<file path="src/rtl/pcm_mem_player.sv">
// pcm_mem_player
//   Plays a block of PCM samples out of the shared sample memory. On a NIOS
//   start command it reads WORDS words from address 0 upward and shifts each
//   one MSB-first onto a three-wire serial link (bit clock, frame sync, data).
//   Consecutive words follow each other with no idle bits. The next word is
//   always being fetched while the current one shifts out.
//
// Ports
//   clk, reset                 system clock, asynchronous active-low reset
//   pcm_ply_ctl_export  [3:0]  command: 0x3 start, 0x4 acknowledge, 0x8 abort
//   pcm_ply_rsp_export  [3:0]  status : 0x0 idle, 0x2 busy, 0x4 done, 0x8 error
//   pcm_mem_mm_*               read-only Avalon-MM master side of the memory
//                              (readdata valid READ_LAT cycles after address)
//   pcm_sclk / pcm_fs / pcm_sdata
//                              serial bit clock, frame sync (MSB of each word)
//                              and data; data changes on the sclk falling edge
module pcm_mem_player #(
    parameter int ADDR_W   = 11,
    parameter int DATA_W   = 16,
    parameter int WORDS    = 2048,
    parameter int CLK_DIV  = 8,
    parameter int READ_LAT = 1
) (
    input  logic              clk,
    input  logic              reset,
    input  logic [3:0]        pcm_ply_ctl_export,
    output logic [3:0]        pcm_ply_rsp_export,
    output logic [ADDR_W-1:0] pcm_mem_mm_address,
    output logic              pcm_mem_mm_chipselect,
    output logic              pcm_mem_mm_clken,
    output logic              pcm_mem_mm_write,
    input  logic [DATA_W-1:0] pcm_mem_mm_readdata,
    output logic [DATA_W-1:0] pcm_mem_mm_writedata,
    output logic [1:0]        pcm_mem_mm_byteenable,
    output logic              pcm_sclk,
    output logic              pcm_fs,
    output logic              pcm_sdata
);

    localparam int DIV_W = $clog2(CLK_DIV);
    localparam int BIT_W = (DATA_W > 1) ? $clog2(DATA_W) : 1;
    localparam int LAT_W = 3;

    localparam logic [ADDR_W-1:0] LAST_ADDR = ADDR_W'(WORDS - 1);
    localparam logic [DIV_W-1:0]  DIV_LAST  = DIV_W'(CLK_DIV - 1);
    localparam logic [DIV_W-1:0]  DIV_HALF  = DIV_W'(CLK_DIV / 2);
    localparam logic [BIT_W-1:0]  BIT_LAST  = BIT_W'(DATA_W - 1);
    localparam logic [LAT_W-1:0]  LAT_LAST  = LAT_W'(READ_LAT - 1);
    localparam logic [LAT_W-1:0]  LAT_LOAD  = LAT_W'(READ_LAT + 1);
    localparam logic [LAT_W-1:0]  LAT_TAKE  = LAT_W'(1);

    localparam logic [3:0] CTL_START = 4'h3;
    localparam logic [3:0] CTL_ACK   = 4'h4;
    localparam logic [3:0] CTL_ABORT = 4'h8;

    typedef enum logic [2:0] {S_IDLE, S_PRIME, S_PLAY, S_DONE, S_ERROR} state_t;

    state_t            state_q, state_d;
    logic [ADDR_W-1:0] addr_q, addr_d;
    logic [ADDR_W-1:0] word_q, word_d;
    logic [DIV_W-1:0]  div_q, div_d;
    logic [BIT_W-1:0]  bit_q, bit_d;
    logic [LAT_W-1:0]  lat_q, lat_d;
    logic [DATA_W-1:0] shift_q, shift_d;
    logic [DATA_W-1:0] hold_q, hold_d;

    logic              bit_end;
    logic              word_end;
    logic              run_end;
    logic              abort_req;
    logic [ADDR_W-1:0] addr_next;
    logic              play_out;

    assign bit_end   = (div_q == DIV_LAST);
    assign word_end  = bit_end && (bit_q == BIT_LAST);
    assign run_end   = word_end && (word_q == LAST_ADDR);
    assign abort_req = (pcm_ply_ctl_export == CTL_ABORT);
    // Address saturates on the last word so it never wraps within a run.
    assign addr_next = (addr_q == LAST_ADDR) ? addr_q : addr_q + 1'b1;

    always_ff @(posedge clk or negedge reset) begin
        if (!reset) begin
            state_q <= S_IDLE;
            addr_q  <= '0;
            word_q  <= '0;
            div_q   <= '0;
            bit_q   <= '0;
            lat_q   <= '0;
            shift_q <= '0;
            hold_q  <= '0;
        end else begin
            state_q <= state_d;
            addr_q  <= addr_d;
            word_q  <= word_d;
            div_q   <= div_d;
            bit_q   <= bit_d;
            lat_q   <= lat_d;
            shift_q <= shift_d;
            hold_q  <= hold_d;
        end
    end

    // Abort wins over both the end of priming and the end of the run.
    always_comb begin
        state_d = state_q;
        case (state_q)
            S_IDLE:  if (pcm_ply_ctl_export == CTL_START) state_d = S_PRIME;
            S_PRIME: begin
                if (abort_req)               state_d = S_ERROR;
                else if (lat_q == LAT_LAST)  state_d = S_PLAY;
            end
            S_PLAY: begin
                if (abort_req)    state_d = S_ERROR;
                else if (run_end) state_d = S_DONE;
            end
            S_DONE, S_ERROR: if (pcm_ply_ctl_export == CTL_ACK) state_d = S_IDLE;
            default: state_d = S_IDLE;
        endcase
    end

    // lat_q counts the priming wait in PRIME; in PLAY it is a countdown that
    // reaches 1 exactly when the prefetched word is valid on readdata.
    always_comb begin
        addr_d  = addr_q;
        word_d  = word_q;
        div_d   = div_q;
        bit_d   = bit_q;
        lat_d   = lat_q;
        shift_d = shift_q;
        hold_d  = hold_q;
        case (state_q)
            S_PRIME: begin
                if (state_d == S_PLAY) begin
                    shift_d = pcm_mem_mm_readdata;
                    addr_d  = addr_next;
                    lat_d   = LAT_LOAD;
                end else if (state_d == S_PRIME) begin
                    lat_d = lat_q + 1'b1;
                end else begin
                    lat_d = '0;
                end
            end
            S_PLAY: begin
                if (state_d == S_PLAY) begin
                    div_d = bit_end ? '0 : div_q + 1'b1;
                    if (lat_q != '0)      lat_d  = lat_q - 1'b1;
                    if (lat_q == LAT_TAKE) hold_d = pcm_mem_mm_readdata;
                    if (word_end) begin
                        shift_d = hold_q;
                        bit_d   = '0;
                        word_d  = word_q + 1'b1;
                        addr_d  = addr_next;
                        lat_d   = LAT_LOAD;
                    end else if (bit_end) begin
                        shift_d = {shift_q[DATA_W-2:0], 1'b0};
                        bit_d   = bit_q + 1'b1;
                    end
                end else begin
                    // Leaving the run: counters clear, address is held for NIOS.
                    div_d   = '0;
                    bit_d   = '0;
                    word_d  = '0;
                    lat_d   = '0;
                    shift_d = '0;
                    hold_d  = '0;
                end
            end
            S_DONE, S_ERROR: if (state_d == S_IDLE) addr_d = '0;
            default: ;
        endcase
    end

    // Serial lines are gated by the abort command itself so they drop in the
    // abort cycle, before the state register reaches ERROR.
    always_comb begin
        play_out  = (state_q == S_PLAY) && !abort_req;
        pcm_sclk  = play_out && (div_q >= DIV_HALF);
        pcm_fs    = play_out && (bit_q == '0);
        pcm_sdata = play_out && shift_q[DATA_W-1];
        case (state_q)
            S_PRIME, S_PLAY: pcm_ply_rsp_export = 4'h2;
            S_DONE:          pcm_ply_rsp_export = 4'h4;
            S_ERROR:         pcm_ply_rsp_export = 4'h8;
            default:         pcm_ply_rsp_export = 4'h0;
        endcase
    end

    assign pcm_mem_mm_address    = addr_q;
    assign pcm_mem_mm_chipselect = 1'b1;
    assign pcm_mem_mm_clken      = 1'b1;
    assign pcm_mem_mm_write      = 1'b0;
    assign pcm_mem_mm_writedata  = '0;
    assign pcm_mem_mm_byteenable = 2'b11;

endmodule
</file>
<file path="config.mk">
export PLATFORM = sky130hd
export DESIGN_NAME = pcm_mem_player
export DESIGN_NICKNAME = d
export VERILOG_FILES = /design/src/rtl/pcm_mem_player.sv
export SDC_FILE = /design/constraint.sdc
export NUM_CORES = 1
export LEC_CHECK = 0
export CORE_UTILIZATION = 57
export CTS_BUF_LIST = sky130_fd_sc_hd__clkbuf_8
export DETAILED_ROUTE_END_ITERATION = 16
export PLACE_DENSITY = 0.83
export SYNTH_ARGS = -nofsm -noshare
export SYNTH_HDL_FRONTEND = slang
export SYNTH_SLANG_ARGS = --single-unit
</file>
<file path="constraint.sdc">
create_clock -name clk -period 3.2 [get_ports clk]
set_clock_uncertainty 0.15 [all_clocks]
set_input_delay 0.32 -clock clk [delete_from_list [all_inputs] [get_ports clk]]
set_output_delay 0.32 -clock clk [all_outputs]
set_load 0.05 [all_outputs]
</file>
* Word level (Yosys, flattened, before mapping)
Cells that the tools add are included.
** Word-level totals
- Logic and storage cells :: 94
- Output and inout port bits :: 39
- Flip-flop bits (word level) :: 67
** Cells by class
- $add $sub $neg :: 6
- Muxes and demuxes :: 34
- $lt $le $gt $ge :: 1
- Equality and inequality tests :: 23
- Reduce and logical (&&, ||, !) cells :: 22
** Operators with widths (count)
- two-way mux 16 bit :: 6
- two-way mux 11 bit :: 7
- two-way mux 3 bit :: 13
- one-hot mux 11 bit (3 select lines) :: 1
- one-hot mux 16 bit (2 select lines) :: 1
- adder 11 x 1 -> 11 bit (second input constant) :: 2
- == test 11 bit (second input constant) :: 2
- two-way mux 4 bit :: 3
- one-hot mux 3 bit (4 select lines) :: 1
- one-hot mux 4 bit (3 select lines) :: 1
- inequality test 2 bit (second input constant) :: 5
- == test 3 x 1 -> 1 bit (second input constant) :: 3
- == test 3 x 2 -> 1 bit (second input constant) :: 3
- logical NOT 3 bit :: 3
- == test 4 bit (second input constant) :: 2
- inequality test 4 bit (second input constant) :: 2
- AND reduction 2 bit :: 4
- adder 3 x 1 -> 3 bit (second input constant) :: 2
- == test 3 bit (second input constant) :: 2
- logical AND 1 bit :: 6
- one-hot mux 3 bit (2 select lines) :: 1
- nonzero test 3 bit :: 2
- AND reduction 5 bit :: 1
- adder 4 x 1 -> 4 bit (second input constant) :: 1
- 11 further kinds :: 12

* Longest topological paths before layout
- Word-level depth :: 10
- Gate-level depth with buffers :: 11
- Depth with buffers taken out :: 9

* Least setup slack after synthesis
Ideal clock, no wire load.
- Path type :: register to output
- Start :: register state_q[0]
- End :: output pcm_fs
- Path slack :: 102 ps
- Cell stages (with the launch flop) :: 5
- Arrival :: 2628 ps
- Required time :: 2730 ps
- Cell sequence :: dfrtp_1 > buf_2 > nor3b_4 > nand2_2 > nor4b_1
** On the way
- Longest elaborated chain between the ends :: 3
** Ends and longest elaborated chain
- start: declaration :: RTL line 58 : state_t state_q, state_d;
- start signal: assignment :: RTL line 92 : state_q <= state_d;
- == test 3 x 2 -> 1 bit :: RTL line 176 : play_out = (state_q == S_PLAY) && !abort_req;
- logical AND 1 bit :: RTL line 176
- logical AND 1 bit :: RTL line 178 : pcm_fs = play_out && (bit_q == '0);
- end: declaration :: RTL line 36 : output logic pcm_fs,
Every way passes these cells.

* Worst setup path in the final report
- Start :: register state_q[1]
- End :: output pcm_sdata
** On the way
- Longest elaborated chain between the ends :: 3
** Ends and longest elaborated chain
- == test 3 x 2 -> 1 bit :: RTL line 176
- logical AND 1 bit :: RTL line 176
- logical AND 1 bit :: RTL line 179 : pcm_sdata = play_out && shift_q[DATA_W-1];
- end: declaration :: RTL line 37 : output logic pcm_sdata
Every way passes these cells.

==> impl_metrics.py <==
metrics = {
    "clock_network": {
        "cts_resized": 0,
        "cts_buffer_depth": 2,
        "cts_setup_buffers": 0,
        "clockRootBuffer": "clkbuf_8",
        "cts_sinks": 67,
        "cts_max_level": 3,
        "cts_buffers": 9,
        "path_clk_slew_ns": 0.07,
        "clk_latency_ns": 0.35,
        "tritoncts": "built",
    },
    "route": {
        "totalWireLength_um": 9440,
        "vias_per_cell": 6.00,
        "vias": 3364,
        "antenna_left": 0,
        "drc": 0,
        "drt_iter0_markers": 276,
        "routedWlPerCell_um": 16.8,
        "dr.pass1.iters": 5,
    },
    "sta": {
        "worst_pin_slew_ns": 0.558,
        "max_freq_mhz": 341,
        "fin_crit_ns": 2.93,
        "rsz0062_at_grt": "false",
        "finalSetupViolCount": 0,
        "hold_viol": 0,
        "period_share_pct": 91.6,
        "slew_viol_final": 0,
        "worst_slack_ns": 0.267,
        "setup_tns_ns": 0,
        "timing.hold.ws_ns": 0.343,
        "slew_headroom_pct": 62.6,
    },
    "min_path": {
        "whs_path_depth": 2,
        "hold_path_end": "div_q[1]",
        "min_from": "div_q[1]",
        "hold_path.class": "flop to flop",
    },
    "yosys": {
        "synth_edf_count": 0,
        "synth_area_per_cell_sq_um": 9.96,
        "synthCells": 413,
        "ys_seq_area_share_pct": 40.8,
        "netlist_area_sq_mm": 0.00411,
        "ys_warn_count": 0,
        "synth_cell_types": 66,
        "ys_seq_elements": 67,
        "async_flop_share_pct": 100,
        "synth_ff_type": "dfrtp_1",
    },
    "finish": {
        "drive_above_1_share_pct": 14.0,
        "final_cell_mix": "67 x dfrtp_1, 38 x nand2_1, 36 x clkdlybuf4s50_1",
        "fin_area_sq_mm": 0.00482,
        "layout_commonest_cell": "dfrtp_1",
        "diodes": 0,
        "areaGrowthSynthToFinish_pct": 17.3,
        "stdcell_count": 561,
        "layout.nets": 492,
        "nFillCells": 505,
    },
    "grt": {
        "overflow": 0,
        "antenna_found_initial": 0,
        "grt_pass1_wl_um": 15600,
        "grt_max_degree": 68,
        "grt_pass1_vias": 3221,
        "track_usage_pct": 26.9,
    },
    "floorplan": {
        "dieArea_sq_mm": 0.00756,
        "io_pins": 61,
        "die_height_um": 86.9,
        "core_area_sq_mm": 0.00687,
        "std_cell_rows": 30,
        "start_util_pct": 59.9,
        "die_x_um": 86.9,
    },
    "setup_path": {
        "cp-start-kind": "flop",
        "critPathMaxFanout": 14,
        "r2r_end": "lat_q[2]",
        "crit_type": "flop to output port",
        "ff2ff_setup_slack_ns": 0.30,
        "timing.rr.start": "lat_q[0]",
        "cp.required_ns": 2.73,
        "cp_slowest_cell": "clkdlybuf4s50_1",
        "path_cells": "nor3b_4 > buf_4 > and3_1 > clkdlybuf4s50_1",
        "slowest_delay_ns": 0.80,
        "worstPathArrival_ns": 2.46,
        "end_kind": "output port",
        "rr_worst_depth": 10,
    },
    "job": {
        "drv_cap": 0,
    },
    "placed_design": {
        "place_hpwl_um": 6530,
        "placedInstanceArea_sq_mm": 0.00461,
        "pre_cts_slack_ns": 0.137,
        "gp_congestion": 0.854,
        "dp.cells": 544,
        "port-buffer-count": 38,
    },
    "status": {
        "status": "complete, no violations",
    },
    "power_and_ir_drop": {
        "p_leak_nw": 2.28,
        "p_per_area_mw_per_mm2": 797,
        "ir_worst_vdd_v": 0.000430,
    },
}
==> where the power goes <==
| part | internal (W) | leakage [nW] | switching, W |
|---|---|---|---|
| Sequential | 0.00105 | 0.895 | 0.000182 |
| Combinational | 0.000763 | 1.28 | 0.00112 |
| Clock | 0.000398 | 0.110 | 0.000328 |
==> registers in the layout (all words and copies together) (netlist names) <==
| name | flops |
|---|---|
| hold_q | 16 |
| shift_q | 16 |
| bit_q | 4 |
| state_q | 3 |
| word_q | 11 |
| pcm_mem_mm_address | 11 |
| lat_q | 3 |
| div_q | 3 |
==> worst max path at each step <==
| stage | startpoint | endpoint | slack (ns) | cells after the start |
|---|---|---|---|---|
| 5_1_grt | lat_q[1] | lat_q[2] | 0.05 | 10 |
| 2_1_floorplan | state_q[0] | pcm_fs | 0.10 | 4 |
| 6_report | state_q[1] | pcm_sdata | 0.27 | 4 |
| 4_1_cts | state_q[1] | pcm_sdata | 0.26 | 4 |
| 3_5_place_dp | pcm_ply_ctl_export[1] | pcm_mem_mm_address[7] | 0.14 | 8 |
| 3_3_place_gp | pcm_ply_ctl_export[1] | pcm_mem_mm_address[5] | 0.25 | 8 |
==> metal layers <==
layer	global-route usage (%)	wire length, um	vias to the layer above
met5	0	0	-
met4	8.33	105	0
met3	3.89	421	12
met2	44.3	4670	109
met1	36.8	4240	1642
li1	-	-	1601
==> metrics by stage <==
| step | util, % | power (W) |
|---|---|---|
| 3_5_place_dp | 67.1 | 0.00311 |
| 3_3_place_gp | 67.1 | 0.00303 |
| 2_1_floorplan | - | 0.00255 |
| 6_report | 70.2 | 0.00384 |
| 5_1_grt | 70.2 | 0.00406 |
| 4_1_cts | 70.2 | 0.00384 |
==> synthesized netlist by cell type, types with 12 or more instances <==
cell	instances	area share, %
a21oi_1	14	1.7
a22o_1	20	4.3
buf_4	24	4.4
nor2_1	18	1.6
clkbuf_1	12	1.1
o31ai_1	21	3.8
dfrtp_1	67	41
nand2_1	38	3.5
a31oi_1	14	2.1
nand3_1	13	1.6
mux2i_1	16	3.9
o21ai_0	12	1.5
==> repair_timing <==
item                                   in CTS  in global routing
hold buffers                                1                  0
endpoints found under the hold margin      67                  0
setup endpoints to repair                   0                  0
==> layout make-up <==
type	count	area [sq um]	area share [%]
Inverter	12	45.0	0.934
Clock buffer	11	151	3.14
Tap cell	96	120	2.49
Clock inverter	5	52.6	1.09
Sequential cell	67	1680	34.8
Multi-Input combinational cell	309	2190	45.4
Timing Repair Buffer	61	586	12.1
==> cell families after synthesis <==
family	synth area share, %
AND/OR/NAND/NOR	17.3
buffers and inverters	7.79
multiplexers	9.19
XOR/XNOR	0.426
flip-flops	40.8
adder cells (fa/ha/maj)	3.04
AO/OA/AOI/OAI	21.2
other	0.183
==> worst max-delay path: cells and delay by family, from the launching register on <==
family,cells,cell delay [ns]
simple gates,2,0.50
buf+inv,2,1.05
flops,1,0.56
(Power assumes the default switching activity.)
